### config.mk
export PLATFORM = sky130hd
export DESIGN_NAME = frost32_irq_ctrl
export DESIGN_NICKNAME = d
export VERILOG_FILES = /design/src/rtl/frost32_irq_ctrl.sv
export SDC_FILE = /design/constraint.sdc
export NUM_CORES = 1
export LEC_CHECK = 0
export BUFFER_PORTS_ARGS = -buffer_cell sky130_fd_sc_hd__buf_2
export CAP_MARGIN = 40
export CORE_MARGIN = 5
export CORE_UTILIZATION = 26
export CTS_CLUSTER_DIAMETER = 50
export DETAILED_ROUTE_END_ITERATION = 8
export PLACE_DENSITY = 0.53
export SYNTH_ARGS = -nofsm -noshare
export SYNTH_HDL_FRONTEND = slang
export SYNTH_SLANG_ARGS = --single-unit
### constraint.sdc
create_clock -name clk -period 4 [get_ports clk]
set_input_delay 0.8 -clock clk [delete_from_list [all_inputs] [get_ports clk]]
set_output_delay 0.8 -clock clk [all_outputs]
set_load 0.02 [all_outputs]
### src/rtl/frost32_irq_ctrl.sv
// Interrupt controller feeding the Frost32 CPU interrupt input: edge-captured
// pending sources, lowest-index priority, stall-aware hold, EOI tracking and a
// post-EOI gap. Define IRQ_CTRL_DROP_CNT_EN to add the drop_cnt output.
module frost32_irq_ctrl #(
    parameter int NUM_SRC     = 8,
    parameter int HOLD_CYCLES = 4,
    parameter int MIN_GAP     = 2,
    parameter int ID_W        = (NUM_SRC > 1) ? $clog2(NUM_SRC) : 1
) (
    input  logic               clk,
    input  logic               rst_n,
    input  logic [NUM_SRC-1:0] irq_src,
    input  logic [NUM_SRC-1:0] irq_mask,
    input  logic               wait_for_mem,
    input  logic               eoi,
    input  logic [ID_W-1:0]    eoi_id,
    output logic               interrupt,
    output logic [ID_W-1:0]    irq_id,
    output logic               irq_busy,
    output logic [NUM_SRC-1:0] pending,
`ifdef IRQ_CTRL_DROP_CNT_EN
    output logic [15:0]        drop_cnt,
`endif
    output logic               eoi_err
);

    localparam int HC_W = (HOLD_CYCLES > 1) ? $clog2(HOLD_CYCLES) : 1;
    localparam int GC_W = (MIN_GAP > 1) ? $clog2(MIN_GAP) : 1;
    localparam logic [HC_W-1:0] HOLD_LAST = HC_W'(HOLD_CYCLES - 1);
    localparam logic [GC_W-1:0] GAP_LAST  = GC_W'((MIN_GAP > 0) ? MIN_GAP - 1 : 0);

    typedef enum logic [1:0] {
        ST_IDLE,
        ST_ASSERT,
        ST_IN_SERVICE,
        ST_GAP
    } state_t;

    state_t             state_reg;
    logic [HC_W-1:0]    hold_cnt_reg;
    logic [GC_W-1:0]    gap_cnt_reg;
    logic               interrupt_reg;
    logic               busy_reg;
    logic [ID_W-1:0]    irq_id_reg;
    logic               eoi_err_reg;
    logic [NUM_SRC-1:0] prev_reg;
    logic [NUM_SRC-1:0] pending_reg;
    logic [NUM_SRC-1:0] pending_next;
    logic [NUM_SRC-1:0] rise;
    logic [NUM_SRC-1:0] eligible;
    logic [NUM_SRC-1:0] clr_oh;
    logic [ID_W-1:0]    win_id;
    logic               accept;

    assign rise     = irq_src & ~prev_reg;
    assign eligible = pending_reg & irq_mask;
    assign accept   = (state_reg == ST_IDLE) && (|eligible) && !wait_for_mem;

    // Scan downwards so the lowest eligible index is the last one written.
    always_comb begin
        win_id = '0;
        for (int i = NUM_SRC - 1; i >= 0; i--) begin
            if (eligible[i]) begin
                win_id = ID_W'(i);
            end
        end
    end

    generate
        for (genvar gi = 0; gi < NUM_SRC; gi++) begin : g_clr
            assign clr_oh[gi] = accept && (win_id == ID_W'(gi));
        end
    endgenerate

    // A new edge on the source being accepted keeps it pending.
    assign pending_next = (pending_reg & ~clr_oh) | rise;

    // History starts all ones so lines already high at reset release are not edges.
    always_ff @(posedge clk or negedge rst_n) begin
        if (!rst_n) begin
            prev_reg    <= '1;
            pending_reg <= '0;
        end else begin
            prev_reg    <= irq_src;
            pending_reg <= pending_next;
        end
    end

    always_ff @(posedge clk or negedge rst_n) begin
        if (!rst_n) begin
            state_reg     <= ST_IDLE;
            hold_cnt_reg  <= '0;
            gap_cnt_reg   <= '0;
            interrupt_reg <= 1'b0;
            busy_reg      <= 1'b0;
            irq_id_reg    <= '0;
            eoi_err_reg   <= 1'b0;
        end else begin
            eoi_err_reg <= 1'b0;
            case (state_reg)
                ST_IDLE: begin
                    if (eoi) begin
                        eoi_err_reg <= 1'b1;
                    end
                    if (accept) begin
                        irq_id_reg    <= win_id;
                        hold_cnt_reg  <= '0;
                        interrupt_reg <= 1'b1;
                        busy_reg      <= 1'b1;
                        state_reg     <= ST_ASSERT;
                    end
                end
                ST_ASSERT: begin
                    if (eoi) begin
                        eoi_err_reg <= 1'b1;
                    end
                    // Stalled cycles do not count: the CPU cannot sample interrupt then.
                    if (!wait_for_mem) begin
                        if (hold_cnt_reg == HOLD_LAST) begin
                            interrupt_reg <= 1'b0;
                            state_reg     <= ST_IN_SERVICE;
                        end else begin
                            hold_cnt_reg <= hold_cnt_reg + 1'b1;
                        end
                    end
                end
                ST_IN_SERVICE: begin
                    if (eoi) begin
                        if (eoi_id == irq_id_reg) begin
                            busy_reg    <= 1'b0;
                            gap_cnt_reg <= '0;
                            if (MIN_GAP == 0) begin
                                state_reg <= ST_IDLE;
                            end else begin
                                state_reg <= ST_GAP;
                            end
                        end else begin
                            eoi_err_reg <= 1'b1;
                        end
                    end
                end
                ST_GAP: begin
                    if (eoi) begin
                        eoi_err_reg <= 1'b1;
                    end
                    if (gap_cnt_reg == GAP_LAST) begin
                        state_reg <= ST_IDLE;
                    end else begin
                        gap_cnt_reg <= gap_cnt_reg + 1'b1;
                    end
                end
                default: begin
                    state_reg     <= ST_IDLE;
                    interrupt_reg <= 1'b0;
                    busy_reg      <= 1'b0;
                end
            endcase
        end
    end

`ifdef IRQ_CTRL_DROP_CNT_EN
    logic [15:0] drop_cnt_reg;
    logic        drop_any;

    assign drop_any = |(rise & pending_reg);

    always_ff @(posedge clk or negedge rst_n) begin
        if (!rst_n) begin
            drop_cnt_reg <= '0;
        end else if (drop_any && (drop_cnt_reg != 16'hFFFF)) begin
            drop_cnt_reg <= drop_cnt_reg + 16'd1;
        end
    end

    assign drop_cnt = drop_cnt_reg;
`endif

    assign interrupt = interrupt_reg;
    assign irq_id    = irq_id_reg;
    assign irq_busy  = busy_reg;
    assign pending   = pending_reg;
    assign eoi_err   = eoi_err_reg;

endmodule

==> flow_metrics.env <==
export IMPL_syn_inst=138
export IMPL_antenna_found_initial=0
export IMPL_viasPerCell=4.504
export IMPL_cts_made_buffers=3
export IMPL_drt_iter0_drc=14
export IMPL_rows=26
export IMPL_wl_per_cell_um=12.45
export IMPL_regArea_um2=685.7
export IMPL_dieHeight_um=83.45
export IMPL_slowest_delay_ns=0.42
export IMPL_multiInputGateArea_um2=640.6
export IMPL_ant_nets=0
export IMPL_cpLargestDelayFamily="simple AND/OR/NAND/NOR gates"
export IMPL_dieWidth_um=83.45
export IMPL_yosys_warnings=0
export IMPL_placement_io_buffers=36
export IMPL_cellInternalPower_mw=0.5990
export IMPL_post_cts_buffers=0
export IMPL_final_core_util=0.3287
export IMPL_worstSetupPathDepth=7
export IMPL_cp_required_ns=4.17
export IMPL_grt_pass1_vias=1078
export IMPL_startpoint="state_reg[0]"
export IMPL_synth_top_cell_area_share=0.3390
export IMPL_htreeDepth=1
export IMPL_cts_tree="built"
export IMPL_synthAdderAreaFrac=0.05352
export IMPL_insertion_delay_ns=0.27
export IMPL_post_route_min_period_ns=2.126
export IMPL_critPathBufInv=1
export IMPL_p_leak_nw=0.7762
export IMPL_synth_compound_area_share=0.2373
export IMPL_routed_wl_um=3062
export IMPL_r2r_end="pending[6]"
export IMPL_synth_main_ff_cell="dfrtp_1"
export IMPL_synth_seq_cells=27
export IMPL_hold_buffers=0
export IMPL_ctsRootBufferMaster="clkbuf_8"
export IMPL_p_seq_frac=0.406
export IMPL_power_density_mw_per_mm2=584.1
export IMPL_max_freq_mhz=470.4
export IMPL_synth_edf_count=0
export IMPL_cts_resized=0
export IMPL_core_mm2=0.005172
export IMPL_reg2regPathDepth=7
export IMPL_maxSlewHeadroom=0.6101
export IMPL_drc=0
export IMPL_switchingPower_mw=0.3941
export IMPL_ys_types=40
export IMPL_yosysSeqAreaShare=0.4888
export IMPL_finalSetupViolCount=0
export IMPL_vias=1108
export IMPL_grtUsageTotal=0.08975
export IMPL_r2r_slack_ns=1.87
export IMPL_first_pass_iters=4
export IMPL_power_total_mw=0.9931
export IMPL_arrival_ns=2.29
export IMPL_grt_pass1_wl_um=5133
export IMPL_clk_path_buf_depth=2
export IMPL_clock_sink_count=27
export IMPL_async_flop_share=1.000
export IMPL_slew_violations=0
export IMPL_rr_startpoint="state_reg[0]"
export IMPL_drive_gt1_frac=0.3295
export IMPL_nNetsFinal=206
export IMPL_gp_congestion=0.7956
export IMPL_antennaDiodeCount=0
export IMPL_cp_slowest_cell="dfrtp_1"
export IMPL_min_path_type="in -> async"
export IMPL_period_share=0.5314
export IMPL_start_kind="flop"
export IMPL_ir_worst_vdd_mv=0.1596
export IMPL_synth_simple_gate_area_share=0.1293
export IMPL_grt_ovfl_total=0
export IMPL_grt_start_max_net_pins=28
export IMPL_skew_ns=0.001939
export IMPL_finalSetupTns_ns=0
export IMPL_n_fill_cell=541
export IMPL_cap_violations=0
export IMPL_start_util=0.2712
export IMPL_ys_top_cells_by_area="dfrtp_1 34%, dfstp_2 15%, ha_1 5.4%"
export IMPL_path_class="reg -> reg"
export IMPL_die_area_mm2=0.006963
export IMPL_synth_nets=167
export IMPL_synth_xor_area_frac=0.01873
export IMPL_final_hold_viol_count=0
export IMPL_worstSetupEndpointType="flop"
export IMPL_path_max_fanout=8
export IMPL_crit_path_end="pending[6]"
export IMPL_power_frac_clock=0.155
export IMPL_syn_area_mm2=0.001403
export IMPL_dp_hpwl_um=2439
export IMPL_p_comb_frac=0.439
export IMPL_yosys_area_top_type="dfrtp_1"
export IMPL_crit_chain="inv_1, ha_1, and2b_1, nand3_1, or3b_1, o21bai_1, a22o_1"
export IMPL_p_sw_frac=0.3969
export IMPL_synth_top_family_by_area="compound AO/OA/AOI/OAI gates"
export IMPL_tightestPinTransition_ns=0.5848
export IMPL_rsz0062_at_grt="false"
export IMPL_clk_pin_slew_ns=0.09
export IMPL_io_pins=37
export IMPL_area_growth_synth_to_final_pct=21.23
export IMPL_synthMuxAreaShare=0.01784
export IMPL_post_synth_cell_area_avg_um2=10.16
export IMPL_status="finished, final reports clean"
cell families (layout without fill, tap and decap cells):
kind of cell,Yosys count,count (layout)
xor+xnor,3,3
mux,2,2
flops,27,27
simple gates,37,37
buf+inv,18,56
compound gates,45,45
fa+ha+maj,6,6
cell usage after synthesis (2+ instances only):
| library cell | count |
|---|---|
| o21ai_0 | 14 |
| dfstp_2 | 8 |
| nor4_1 | 2 |
| dfrtp_1 | 19 |
| a22oi_2 | 4 |
| o31ai_1 | 3 |
| xor2_1 | 2 |
| nand2_1 | 15 |
| a2bb2oi_1 | 2 |
| nor2_1 | 8 |
| ha_1 | 6 |
| a22o_1 | 2 |
| a21oi_1 | 9 |
| nand3_1 | 3 |
| inv_1 | 16 |
worst register-to-register path: cells and delay by family (launching register included):
| family | cells | cell delay (ns) |
|---|---|---|
| AND/OR/NAND/NOR | 3 | 0.81 |
| AO/OA/AOI/OAI | 2 | 0.35 |
| buffers and inverters | 1 | 0.12 |
| adder cells (fa/ha/maj) | 1 | 0.33 |
| flip-flops | 1 | 0.42 |
routing by layer:
| metal | wire length (um) | global-route usage | vias up |
|---|---|---|---|
| met5 | 0 | 0 | - |
| met4 | 19 | 0.03509 | 0 |
| met3 | 107 | 0.01188 | 2 |
| met2 | 1560 | 0.1509 | 22 |
| met1 | 1373 | 0.1164 | 517 |
| li1 | - | - | 567 |
layout by cell type, fill, tap and decap left out, types with 4 or more instances in the layout:
cell / n
a22oi_2: 4
nand2_1: 15
ha_1: 6
a21oi_1: 9
dfrtp_1: 19
dfstp_2: 8
nor2_1: 8
buf_2: 36
o21ai_0: 14
inv_1: 16
power groups by stage:
stage,Sequential (mW),Clock (mW),Combinational (mW)
2_1_floorplan,0.442,0,0.281
3_3_place_gp,0.411,0,0.442
3_5_place_dp,0.410,0,0.439
4_1_cts,0.405,0.162,0.442
5_1_grt,0.415,0.173,0.488
6_report,0.403,0.154,0.436
metrics by stage:
step                instance area [um^2]  hold WS, ns  instances  setup WS [ns]
floorplan                           1403       0.4702        138          1.813
global placement                    1654       0.4901        242          1.737
detailed placement                  1654       0.5026        242          1.730
global route                        1700       0.5565        246          1.673
CTS                                 1700       0.5253        246          1.867
finish                              1700       0.5201        246          1.874
final cells by class:
class                           count  share of cell area
Clock buffer                        3             0.02428
Inverter                           16             0.03532
Timing Repair Buffer               36              0.1060
Clock inverter                      1            0.002943
Sequential cell                    27              0.4032
Multi-Input combinational cell     93              0.3767
Tap cell                           70             0.05151
how the worst min path moves through the flow:
stage	startpoint	to	slack, ns	depth (start not counted)
finish	rst_n	pending[2]	0.52	1
global route	prev_reg[2]	pending[2]	0.56	1
CTS	prev_reg[5]	pending[5]	0.53	1
detailed placement	prev_reg[5]	pending[5]	0.50	1
global placement	prev_reg[1]	pending[1]	0.49	1
floorplan	hold_cnt_reg[1]	hold_cnt_reg[1]	0.47	2
No activity file was read; power rests on OpenSTA's default activity.
